$ cat config.mk
export PLATFORM = sky130hd
export DESIGN_NAME = cache_mem_arbiter
export DESIGN_NICKNAME = d
export VERILOG_FILES = /design/src/rtl/cache_mem_arbiter_pkg.sv /design/src/rtl/cache_mem_arbiter_fill_word_counter.sv /design/src/rtl/cache_mem_arbiter.sv
export SDC_FILE = /design/constraint.sdc
export NUM_CORES = 1
export LEC_CHECK = 0
export BUFFER_PORTS_ARGS = -buffer_cell sky130_fd_sc_hd__buf_4
export CORE_UTILIZATION = 30
export CTS_BUF_LIST = sky130_fd_sc_hd__clkbuf_8
export DETAILED_ROUTE_END_ITERATION = 12
export GPL_TIMING_DRIVEN = 1
export PLACE_DENSITY = 0.62
export SETUP_SLACK_MARGIN = 0.5
export SYNTH_ARGS = -nofsm -noshare
export SYNTH_HDL_FRONTEND = slang
export SYNTH_SLANG_ARGS = --single-unit
export TNS_END_PERCENT = 10
$ cat constraint.sdc
create_clock -name clk -period 1.8 [get_ports clk]
set_input_delay 0.09 -clock clk [delete_from_list [all_inputs] [get_ports clk]]
set_output_delay 0.09 -clock clk [all_outputs]
set_load 0.02 [all_outputs]
$ cat src/rtl/cache_mem_arbiter_pkg.sv
// Shared definitions for the cache/memory port arbiter: FSM state encoding
// and block/word address field positions.
package cache_mem_arbiter_pkg;

  typedef enum logic [1:0] {
    IDLE   = 2'd0,
    D_FILL = 2'd1,
    I_FILL = 2'd2,
    STORE  = 2'd3
  } arb_state_e;

  localparam int unsigned WORDS_PER_BLK = 8;
  localparam int unsigned OFFSET_LSB    = 1;
  localparam int unsigned BLK_LSB       = 4;

endpackage

$ cat src/rtl/cache_mem_arbiter_fill_word_counter.sv
// Word counter for block fills: increment enable, synchronous clear and a
// terminal-count flag; saturates only by the caller gating inc at tc.
module fill_word_counter #(
  parameter int unsigned W = 3
) (
  input  logic         clk,
  input  logic         rst,
  input  logic         inc,
  input  logic         clr,
  output logic [W-1:0] count,
  output logic         tc
);

  always_ff @(posedge clk or posedge rst) begin
    if (rst) begin
      count <= '0;
    end else if (clr) begin
      count <= '0;
    end else if (inc) begin
      count <= count + 1'b1;
    end
  end

  assign tc = (count == '1);

endmodule

$ cat src/rtl/cache_mem_arbiter.sv
// Arbitrates the single memory port between D-cache fills, write-through
// stores and I-cache fills; issues pipelined block reads and steers returns.
module cache_mem_arbiter #(
  parameter int unsigned ADDR_W        = 16,
  parameter int unsigned DATA_W        = 16,
  parameter int unsigned WORDS_PER_BLK = 8
) (
  input  logic              clk,
  input  logic              rst,
  input  logic              icache_miss,
  input  logic [ADDR_W-1:0] imiss_addr,
  input  logic              dcache_miss,
  input  logic [ADDR_W-1:0] dmiss_addr,
  input  logic              store_req,
  input  logic [ADDR_W-1:0] store_addr,
  input  logic [DATA_W-1:0] store_data,
  output logic              mem_en,
  output logic              mem_wr,
  output logic [ADDR_W-1:0] mem_addr,
  output logic [DATA_W-1:0] mem_wdata,
  input  logic              mem_valid,
  input  logic [DATA_W-1:0] mem_rdata,
  output logic [ADDR_W-1:0] fill_addr,
  output logic [DATA_W-1:0] fill_data,
  output logic              icache_wr_en,
  output logic              dcache_wr_en,
  output logic              icache_fill_done,
  output logic              dcache_fill_done,
  output logic              store_ack,
  output logic              icache_stall,
  output logic              dcache_stall
);

  import cache_mem_arbiter_pkg::*;

  localparam int unsigned CNT_W = $clog2(WORDS_PER_BLK);
  localparam int unsigned BLK_W = ADDR_W - BLK_LSB;

  arb_state_e        state;
  arb_state_e        state_nxt;
  logic [BLK_W-1:0]  blk;
  logic [ADDR_W-1:0] st_addr;
  logic [DATA_W-1:0] st_data;
  logic [CNT_W-1:0]  iss;
  logic [CNT_W-1:0]  rcv;
  logic              iss_tc;
  logic              rcv_tc;
  logic              iss_done;
  logic              filling;
  logic              issuing;
  logic              beat;
  logic              last_beat;
  logic              unused_offset_bits;

  assign filling   = (state == D_FILL) || (state == I_FILL);
  assign issuing   = filling && !iss_done;
  assign beat      = filling && mem_valid;
  assign last_beat = beat && rcv_tc;

  // Both counters hold at 7 rather than wrapping; only a completed fill clears them.
  fill_word_counter #(.W(CNT_W)) u_iss_cnt (
    .clk   (clk),
    .rst   (rst),
    .inc   (issuing && !iss_tc),
    .clr   (last_beat),
    .count (iss),
    .tc    (iss_tc)
  );

  fill_word_counter #(.W(CNT_W)) u_rcv_cnt (
    .clk   (clk),
    .rst   (rst),
    .inc   (beat && !rcv_tc),
    .clr   (last_beat),
    .count (rcv),
    .tc    (rcv_tc)
  );

  always_ff @(posedge clk or posedge rst) begin
    if (rst) begin
      iss_done <= 1'b0;
    end else if (last_beat) begin
      iss_done <= 1'b0;
    end else if (issuing && iss_tc) begin
      iss_done <= 1'b1;
    end
  end

  always_ff @(posedge clk or posedge rst) begin
    if (rst) begin
      blk     <= '0;
      st_addr <= '0;
      st_data <= '0;
    end else if (state == IDLE) begin
      if (dcache_miss) begin
        blk <= dmiss_addr[ADDR_W-1:BLK_LSB];
      end else if (store_req) begin
        st_addr <= store_addr;
        st_data <= store_data;
      end else if (icache_miss) begin
        blk <= imiss_addr[ADDR_W-1:BLK_LSB];
      end
    end
  end

  always_ff @(posedge clk or posedge rst) begin
    if (rst) begin
      state <= IDLE;
    end else begin
      state <= state_nxt;
    end
  end

  always_comb begin
    state_nxt = state;
    case (state)
      IDLE: begin
        if (dcache_miss) begin
          state_nxt = D_FILL;
        end else if (store_req) begin
          state_nxt = STORE;
        end else if (icache_miss) begin
          state_nxt = I_FILL;
        end
      end
      D_FILL, I_FILL: begin
        if (last_beat) begin
          state_nxt = IDLE;
        end
      end
      STORE:   state_nxt = IDLE;
      default: state_nxt = IDLE;
    endcase
  end

  always_comb begin
    mem_en           = 1'b0;
    mem_wr           = 1'b0;
    mem_addr         = '0;
    mem_wdata        = '0;
    fill_addr        = '0;
    icache_wr_en     = 1'b0;
    dcache_wr_en     = 1'b0;
    icache_fill_done = 1'b0;
    dcache_fill_done = 1'b0;
    store_ack        = 1'b0;
    case (state)
      STORE: begin
        mem_en    = 1'b1;
        mem_wr    = 1'b1;
        mem_addr  = st_addr;
        mem_wdata = st_data;
        store_ack = 1'b1;
      end
      D_FILL, I_FILL: begin
        if (issuing) begin
          mem_en   = 1'b1;
          mem_addr = {blk, iss, {OFFSET_LSB{1'b0}}};
        end
        if (beat) begin
          fill_addr        = {blk, rcv, {OFFSET_LSB{1'b0}}};
          icache_wr_en     = (state == I_FILL);
          dcache_wr_en     = (state == D_FILL);
          icache_fill_done = (state == I_FILL) && rcv_tc;
          dcache_fill_done = (state == D_FILL) && rcv_tc;
        end
      end
      default: ;
    endcase
  end

  assign fill_data    = mem_rdata;
  assign icache_stall = icache_miss && !icache_fill_done;
  assign dcache_stall = (dcache_miss && !dcache_fill_done) || (store_req && !store_ack);

  assign unused_offset_bits = ^{imiss_addr[BLK_LSB-1:0], dmiss_addr[BLK_LSB-1:0]};

endmodule

# --- Word-level counts from Yosys, hierarchy flattened ---
# Cells that the tools add are included.
# W data, S select, Z words.
op_classes:
  add_sub_neg: 2
  n_eq_ne: 8
  n_mux: 30
  bitwise: 1
  n_reduce_logical: 28
ops:
  columns: ["op", "n"]
  rows:
  - ["$mux W16", 4]
  - ["$mux W12", 3]
  - ["$pmux W16 S2", 1]
  - ["$mux W1", 12]
  - ["$mux W3", 4]
  - ["$logic_and A1 B1 Y1", 11]
  - ["$mux W2", 4]
  - ["$reduce_bool A2 Y1", 4]
  - ["$add A3 B1 Y3 const B", 2]
  - ["$eq A3 B3 Y1 const B", 2]
  - ["$logic_not A1 Y1", 6]
  - ["$pmux W2 S3", 1]
  - ["$reduce_and A3 Y1", 2]
  - ["$eq A2 B2 Y1 const B", 2]
  - ["$ne A2 B2 Y1 const B", 2]
  - ["$ne A4 B4 Y1 const B", 1]
  - ["$eq A2 B1 Y1 const B", 1]
  - ["$logic_not A2 Y1", 1]
  - ["$logic_or A1 B1 Y1", 2]
  - ["$pmux W1 S2", 1]
  - ["$reduce_and A2 Y1", 1]
  - ["$reduce_or A2 Y1", 1]
  - ["$not A1 Y1", 1]
totals:
  reg_bits: 53
  in_bits: 86
  out_inout_bits: 73
  wordCells: 76

# --- Longest topological paths before layout ---
# Gate-level depths: netlist of the first run.
depth:
  depth_word: 8
  ltp_mapped: 6
  mapped_depth_nobuf: 5

# --- Hierarchy ---
# Synthesis of the first run repeated with hierarchy kept, for this count alone.
unflattened:
  cells_unflattened: 260
  area_unflattened_um2: 2979.1
by_module_without_submodules:
  columns: ["module", "instances", "cells_each", "area_per_inst_um2", "seq_area_each_um2"]
  rows:
  - ["cache_mem_arbiter", 1, 236, 2691.3, 1176.1]
  - ["fill_word_counter", 2, 12, 143.9, 75.1]

# --- Least setup slack after synthesis of the first run ---
# No wires, ideal clock.
synth_timing:
  kind: "flip-flop to output port"
  from: "register state[0]"
  to: "output port dcache_stall"
  arrival_time_ns: 1.718
  t_required_ns: 1.710
  setup_slack_ns: -0.008
  path_stages_with_launch: 7
  path_buffers: 1
  cell_sequence: "dfrtp_1 > inv_1 > ha_1 > clkbuf_1 > and3_1 > and2_1 > o22ai_1"
synth_between:
  elab_chain_len: 8
  elab_cells_between_ends: 15
  cone_classes: "eq/ne (3); mux (3); reduce/logical (9)"
synth_lines:
  columns: ["element", "line_no", "rtl"]
  rows:
  - ["start, declared", "cache_mem_arbiter.sv:39", "arb_state_e state;"]
  - ["start signal, assigned", "cache_mem_arbiter.sv:110", "state <= state_nxt;"]
  - ["$eq A2 B1 Y1 or $eq A2 B2 Y1 (tied branches)", "cache_mem_arbiter.sv:55, cache_mem_arbiter.sv:147, cache_mem_arbiter.sv:165", null]
  - ["$logic_or A1 B1 Y1", "cache_mem_arbiter.sv:55", "assign filling = (state == D_FILL) || (state == I_FILL);"]
  - ["$logic_and A1 B1 Y1", "cache_mem_arbiter.sv:57", "assign beat = filling && mem_valid;"]
  - ["$mux W1", "cache_mem_arbiter.sv:160", "if (beat) begin"]
  - ["$mux W1 *", "cache_mem_arbiter.sv:147", "case (state)"]
  - ["named net dcache_fill_done", "cache_mem_arbiter.sv:28", "output logic dcache_fill_done,"]
  - ["$logic_not A1 Y1 *", "cache_mem_arbiter.sv:174", "assign dcache_stall = (dcache_miss && !dcache_fill_done) || (store_req && !store_ack);"]
  - ["$logic_and A1 B1 Y1 *", "cache_mem_arbiter.sv:174", null]
  - ["$logic_or A1 B1 Y1 *", "cache_mem_arbiter.sv:174", null]
  - ["end, declared", "cache_mem_arbiter.sv:31", "output logic dcache_stall"]
# Mark *: on every way through the listed nets, which the timed path passes. The rest lies on a longest branch.

# --- Final worst setup path of the first run ---
layout_timing:
  from: "register state[0]"
  to: "output port mem_en"
layout_between:
  elab_chain_len: 5
  elab_cells_between_ends: 8
  cone_classes: "eq/ne (3); mux (2); reduce/logical (3)"
layout_lines:
  columns: ["element", "line_no", "rtl"]
  rows:
  - ["$eq A2 B1 Y1 or $eq A2 B2 Y1 (tied branches)", "cache_mem_arbiter.sv:55, cache_mem_arbiter.sv:147", null]
  - ["$logic_or A1 B1 Y1", "cache_mem_arbiter.sv:55", null]
  - ["$logic_and A1 B1 Y1", "cache_mem_arbiter.sv:56", "assign issuing = filling && !iss_done;"]
  - ["$mux W1", "cache_mem_arbiter.sv:156", "if (issuing) begin"]
  - ["$pmux W1 S2 *", "cache_mem_arbiter.sv:147", null]
  - ["end, declared", "cache_mem_arbiter.sv:17", "output logic mem_en,"]
# Mark *: on every way between the ends. The rest lies on a longest branch, timed or not.

==> metrics.md, run 1 <==
| Metric | Value |
|---|---|
| CP delay by family, top | `simple AND/OR/NAND/NOR gates` |
| Final period util | `102.1%` |
| CTS tree | `done` |
| Remaining antenna violation count | `0` |
| Synth area leaders | `dfrtp_1 (46%), mux2_2 (22%), buf_4 (4.9%), a22o_1 (4.5%), and2_1 (4.3%)` |
| RSZ-0062 raised after global routing | `yes` |
| Syn_area_per_cell | `12.07 um2` |
| Placed insts | `468` |
| Post-Route WL | `7449 um` |
| Largest net degree at the start of global routing | `39` |
| Worst R2R End | `u_iss_cnt.count[1]` |
| Yosys Warn Count | `0` |
| Number of global-route vias before repair | `2255` |
| Place WS | `-0.2319 ns` |
| CP bufs+invs | `3` |
| DIE WIDTH | `100.3 um` |
| EDFF count, synth | `0` |
| Worst-path cell chain | `inv_2 > ha_4 > nor3b_4 > buf_6 > or2_2 > buf_6` |
| Final non-filler cell total | `492` |
| M2 GR Usage | `24.29%` |
| H-Tree Depth | `2` |
| Pwr per Cell Area | `1456 nW/um2` |
| Logic pwr share | `55.8%` |
| Chip Height | `100.3 um` |
| DP HPWL | `5055 um` |
| Crit path max-delay cell type | `dfrtp_1` |
| GP Congestion | `0.7985` |
| Sequential power share | `34.0%` |
| Pre-antenna DRT Iters | `4` |
| Post-synthesis async set-or-reset flop share | `100.0%` |
| Met1 Use GR | `18.17%` |
| CP endpoint | `mem_en` |
| Cells after synthesis | `240` |
| # IOs | `159` |
| Worst vdd ir | `0.6334 mV` |
| Core box area | `9284 um2` |
| Clock share of power | `10.2%` |
| Starting Density | `31.21%` |
| Max_cap viols | `0` |
| Yosys cell types | `29` |
| Minimum clock period | `1.838 ns` |
| CP most frequent cell | `buf_6` |
| Layout area overhead | `56.69%` |
| Clk pin slew, worst setup/hold paths | `0.09 ns` |
| Largest area contributor in the netlist | `dfrtp_1` |
| Die ar. | `10060 um2` |
| FF-to-FF path depth | `6` |
| WL/cell | `15.14 um` |
| CTS buffer count | `5` |
| GR met3 Demand/Resource | `4.248%` |
| Post-synthesis sequential area ratio | `45.77%` |
| Failing checks | `setup timing` |
| PortBufs | `117` |
| Top-area cell type share of the netlist area | `45.77%` |
| Clk sink count | `53` |
| Most frequent cell after synthesis | `mux2_2` |
| Crit. path cell count | `6` |
| Register bit total from synthesis | `53` |
| Slowest stage delay, CP | `0.40 ns` |
| Status | `finished with violations` |
| Internal | `0.004253 W` |
| Layout cells sized above 1 | `64.46%` |
| Worst Path Arrival | `1.75 ns` |
| Busiest layer in global routing | `met2` |
| Netlist area before placement | `2898 um2` |
| Finish-stage setup viols | `14` |
| Antenna Cells | `0` |
| Fin. Hold Viols | `0` |
| Overall via count from detail_route | `2268` |
| Syn nets | `335` |
| GRT overflow | `0` |
| Final Skew | `0.002876 ns` |
| Worst r2r src | `state[0]` |
| Global-route wire length before repair | `11300 um` |
| Overall routing resource usage | `14.56%` |
| Rows | `35` |
| Vias per inst | `4.610` |
| Net Switching | `0.002360 W` |
| Crit path kind | `reg2out` |
| Synth top cells by count | `mux2_2 (57), dfrtp_1 (53), and2_1 (20)` |
| R2r setup slk | `0.21 ns` |
| Critical Path RT | `1.71 ns` |
| Critical path launch point type | `flip-flop` |
| Sw Share | `35.69%` |
| Layout Nets | `458` |
| Initial DRC count | `64` |
| Clk_lat worst skew | `0.30 ns` |
| Class of the worst hold path | `in2reg` |
| DR DRC count | `0` |
| Max-slew violations | `0` |
| P_leak | `2.336 nW` |
| CP Launch Point | `state[0]` |
| Crit. End Element | `output pin` |
| Main flop type after synthesis | `dfrtp_1` |
| Root Buffer | `clkbuf_8` |
| Crit path setup slack, layout | `-0.03759 ns` |
| Initial antenna violation count | `0` |
| FMAX | `0.5442 GHz` |
| Worst-path maximum fanout | `5` |
| Max Root-Sink Buffers | `2` |
## how the worst min path moves through the flow
stage	startpoint	to	cells past startpoint
floorplan	store_addr[13]	st_addr[13]	1
global placement	rst	st_data[13]	2
detailed placement	rst	st_data[13]	2
CTS	store_addr[5]	st_addr[5]	2
global route	store_addr[0]	st_addr[0]	2
finish	store_data[5]	st_data[5]	2
## routing by layer
layer	wire length, um	vias up
met5	0	-
met4	74	0
met3	430	14
met2	3640	73
met1	3303	1118
li1	-	1063
## registers in the layout (all words and copies together), names as in the netlist
| register | cells |
|---|---|
| iss_done | 1 |
| st_data | 16 |
| state | 2 |
| u_rcv_cnt.count | 3 |
| blk | 12 |
| st_addr | 16 |
| u_iss_cnt.count | 3 |
## through the flow
stage / util [%] / total power (W) / area, um2 / hold WS [ns] / setup TNS [ns]
2_1_floorplan: - / 0.004327 / 3074 / 0.2404 / 0
3_3_place_gp: 43.06 / 0.005237 / 3998 / 0.09238 / -1.984
3_5_place_dp: 43.06 / 0.005322 / 3998 / 0.09687 / -2.746
4_1_cts: 45.46 / 0.006215 / 4220 / 0.001693 / -0.4997
5_1_grt: 48.91 / 0.007098 / 4541 / -0.001967 / -2.182
6_report: 48.91 / 0.006613 / 4541 / 0.01999 / -0.3273
## kinds of logic (layout without fill, tap and decap cells)
| family | count (synthesis) | after routing | share of synthesized area, % |
|---|---|---|---|
| flops | 53 | 53 | 45.77 |
| fa+ha+maj | 9 | 9 | 3.886 |
| buf+inv | 37 | 160 | 8.420 |
| mux | 59 | 59 | 22.84 |
| xor+xnor | 1 | 1 | 0.3023 |
| compound gates | 26 | 26 | 7.124 |
| other cells | 1 | 1 | 0.1294 |
| simple gates | 54 | 54 | 11.53 |
## cells in the final DEF, fill, tap and decap left out, types with 2 or more instances in the layout
cell	instances
o21ai_0	3
and2_4	2
and3_4	4
clkbuf_8	6
ha_1	4
buf_6	20
nor2_1	5
ha_4	2
a21oi_1	2
nor2b_4	2
and2_1	17
a22o_4	11
mux2_2	13
inv_2	3
a22o_1	4
nand2_1	2
buf_12	3
inv_1	4
dlygate4sd3_1	12
mux2_4	44
and3_1	13
nand2b_1	2
buf_8	2
buf_4	110
dfrtp_1	53
mux2i_1	2
ha_2	3
a21boi_2	2
## power by group through the flow
stage / clock [W] / combinational (W) / sequential [W]
2_1_floorplan: 0 / 0.00221 / 0.00212
3_3_place_gp: 0 / 0.00303 / 0.00221
3_5_place_dp: 0 / 0.00309 / 0.00223
4_1_cts: 0.000723 / 0.00328 / 0.00221
5_1_grt: 0.000768 / 0.00400 / 0.00233
6_report: 0.000672 / 0.00369 / 0.00225
## timing repair
item	4_1_cts	5_1_grt
gates resized for setup	25	53
cloned	1	0
setup endpoints to repair	109	109
pin swaps	2	3
setup buffers	4	0
endpoints found under the hold margin	15	11
hold buffers	1	11
## cell type report
type | count | area, um2
flip-flops and latches | 53 | 1326
inverters | 6 | 22.52
fillers | 863 | 4743
clock inverters | 1 | 3.754
well taps | 129 | 161.4
multi-input cells | 150 | 1683
clock buffers | 6 | 82.58
repair buffers | 147 | 1261
(Power assumes the default switching activity.)
==> inputs of run 2 (changes only) <==
--- a/config.mk
+++ b/config.mk
@@ -5,6 +5,7 @@
 export SDC_FILE = /design/constraint.sdc
 export NUM_CORES = 1
 export LEC_CHECK = 0
+export ABC_CLOCK_PERIOD_IN_PS = 1800
 export BUFFER_PORTS_ARGS = -buffer_cell sky130_fd_sc_hd__buf_4
 export CORE_UTILIZATION = 30
 export CTS_BUF_LIST = sky130_fd_sc_hd__clkbuf_8
==> constraint.sdc (replaced) <==
create_clock -name clk -period 1.8 [get_ports clk]
set_input_delay 0.36 -clock clk [delete_from_list [all_inputs] [get_ports clk]]
set_output_delay 0.36 -clock clk [all_outputs]
set_load 0.02 [all_outputs]
==> metrics.md, run 2 (same netlist as run 1, synthesis figures left out) <==
| Metric | Value |
|---|---|
| Global-route wire length before repair | `11940 um (was 11300 um)` |
| FMAX | `0.4719 GHz (was 0.5442 GHz)` |
| DR DRC count | `0 (unchanged)` |
| Critical path launch point type | `flip-flop (unchanged)` |
| Overall via count from detail_route | `2197 (was 2268)` |
| Post-Route WL | `7435 um (was 7449 um)` |
| Die ar. | `10060 um2 (unchanged)` |
| Initial antenna violation count | `0 (unchanged)` |
| Crit. End Element | `output pin (unchanged)` |
| Layout area overhead | `56.56% (was 56.69%)` |
| Most frequent cells in the layout | `buf_4 (91), dfrtp_1 (53), mux2_4 (43) (was buf_4 (110), dfrtp_1 (53), mux2_4 (44))` |
| Most common library cell in the layout ignoring fill and taps | `buf_4 (unchanged)` |
| Layout Nets | `446 (was 458)` |
| PortBufs | `117 (unchanged)` |
| DP HPWL | `5202 um (was 5055 um)` |
| Rows | `35 (unchanged)` |
| Final Skew | `0.005580 ns (was 0.002876 ns)` |
| Minimum clock period | `2.119 ns (was 1.838 ns)` |
| Largest net degree at the start of global routing | `54 (was 39)` |
| DIE WIDTH | `100.3 um (unchanged)` |
| Worst-path maximum fanout | `9 (was 5)` |
| Fin. Hold Viols | `0 (unchanged)` |
| Clk pin slew, worst setup/hold paths | `0.09 ns (about the same)` |
| Overall routing resource usage | `15.09% (was 14.56%)` |
| Finish-stage setup viols | `53 (was 14)` |
| CTS buffer count | `5 (unchanged)` |
| Max-slew violations | `0 (unchanged)` |
| Max Root-Sink Buffers | `2 (unchanged)` |
| Chip Height | `100.3 um (unchanged)` |
| # IOs | `159 (unchanged)` |
| GP Congestion | `0.7388 (was 0.7985)` |
| Final period util | `117.7% (was 102.1%)` |
| P_leak | `2.312 nW (was 2.336 nW)` |
| Top Registers | `st_addr x16, st_data x16, blk x12 (unchanged)` |
| Root Buffer | `clkbuf_8 (unchanged)` |
| Layout cells sized above 1 | `67.52% (was 64.46%)` |
| Critical Path RT | `1.44 ns (was 1.71 ns)` |
| Antenna Cells | `0 (unchanged)` |
| Crit path setup slack, layout | `-0.3189 ns (was -0.03759 ns)` |
| Core box area | `9284 um2 (unchanged)` |
| Initial DRC count | `46 (was 64)` |
| Starting Density | `31.21% (unchanged)` |
| Failing checks | `setup timing (unchanged)` |
| Total power | `0.006806 W (was 0.006613 W)` |
| WL/cell | `15.49 um (was 15.14 um)` |
| CTS tree | `done (unchanged)` |
| H-Tree Depth | `2 (unchanged)` |
| Remaining antenna violation count | `0 (unchanged)` |
| Worst Path Arrival | `1.76 ns (was 1.75 ns)` |
| Crit path kind | `reg2out (unchanged)` |
| Pwr per Cell Area | `1500 nW/um2 (was 1456 nW/um2)` |
| Max_cap viols | `0 (unchanged)` |
| Clk sink count | `53 (unchanged)` |
| Class of the worst hold path | `in2async (was in2reg)` |
| Clk_lat worst skew | `0.30 ns (about the same)` |
| Pre-antenna DRT Iters | `4 (unchanged)` |
| Vias per inst | `4.577 (was 4.610)` |
| Post-Route Setup TNS | `-9.309 ns (was -0.3273 ns)` |
| Status | `finished with violations (unchanged)` |
| Worst vdd ir | `0.5967 mV (was 0.6334 mV)` |
| RSZ-0062 raised after global routing | `yes (unchanged)` |
| GRT overflow | `0 (unchanged)` |
| Number of global-route vias before repair | `2362 (was 2255)` |
run 2: final cells by class:
cell class,count,area [um2]
clock buffers,6,82.58
clock inverters,1,3.754
fillers,881,4747
inverters,6,22.52
multi-input cells,150,1707
flip-flops and latches,53,1326
well taps,129,161.4
repair buffers,135,1234
run 2: power breakdown:
group / switching [W] / internal (W)
logic: 0.00158 / 0.00229
registers: 0.000447 / 0.00180
clock network: 0.000382 / 0.000301
total: 0.00241 / 0.00440
run 2: critical path: stages, from the launching register on:
cell and delay (ns):
dfrtp_1 0.42, inv_2 0.08, ha_4 0.27, buf_6 0.13, and3_4 0.19, and2_4 0.16
o22ai_4 0.05, buf_4 0.16
run 2: timing repair:
item	in CTS	in global routing
pin swaps	11	3
cloned	0	0
buffers inserted	1	0
endpoints found under the setup margin	109	109
gates resized for setup	98	5
hold buffers	0	0
run 2: through the flow:
step | util, % | cells | setup WS, ns | area [um2] | hold slack (ns)
6_report | 48.87 | 480 | -0.3189 | 4537 | 0.1039
5_1_grt | 48.87 | 480 | -0.3964 | 4537 | 0.1132
4_1_cts | 48.63 | 480 | -0.3263 | 4514 | 0.1149
3_5_place_dp | 43.57 | 472 | -0.04598 | 4045 | 0.4509
3_3_place_gp | 43.57 | 472 | -0.02411 | 4045 | 0.4528
2_1_floorplan | - | 240 | 0.05120 | 3088 | 0.4703
run 2: path summary, 6_finish.rpt:
kind                                start            endpoint  slack, ns  cells after the start
max                              state[0]        dcache_stall      -0.32                      7
min                                   rst          st_data[8]       0.10                      3
max reg2reg                      state[0]  u_rcv_cnt.count[1]       0.19                      6
min reg2reg                    st_data[9]          st_data[9]       0.51                      1
max in group asynchronous             rst             blk[10]       1.45                      3
min in group clk           store_addr[12]         st_addr[12]       0.28                      2
run 2: per-layer routing:
layer | global-route usage (%) | up-vias | wire, um
li1 | - | 1042 | -
met1 | 19.28 | 1079 | 3252
met2 | 25.71 | 70 | 3692
met3 | 4.039 | 6 | 444
met4 | 2.899 | 0 | 44
met5 | 0 | - | 0
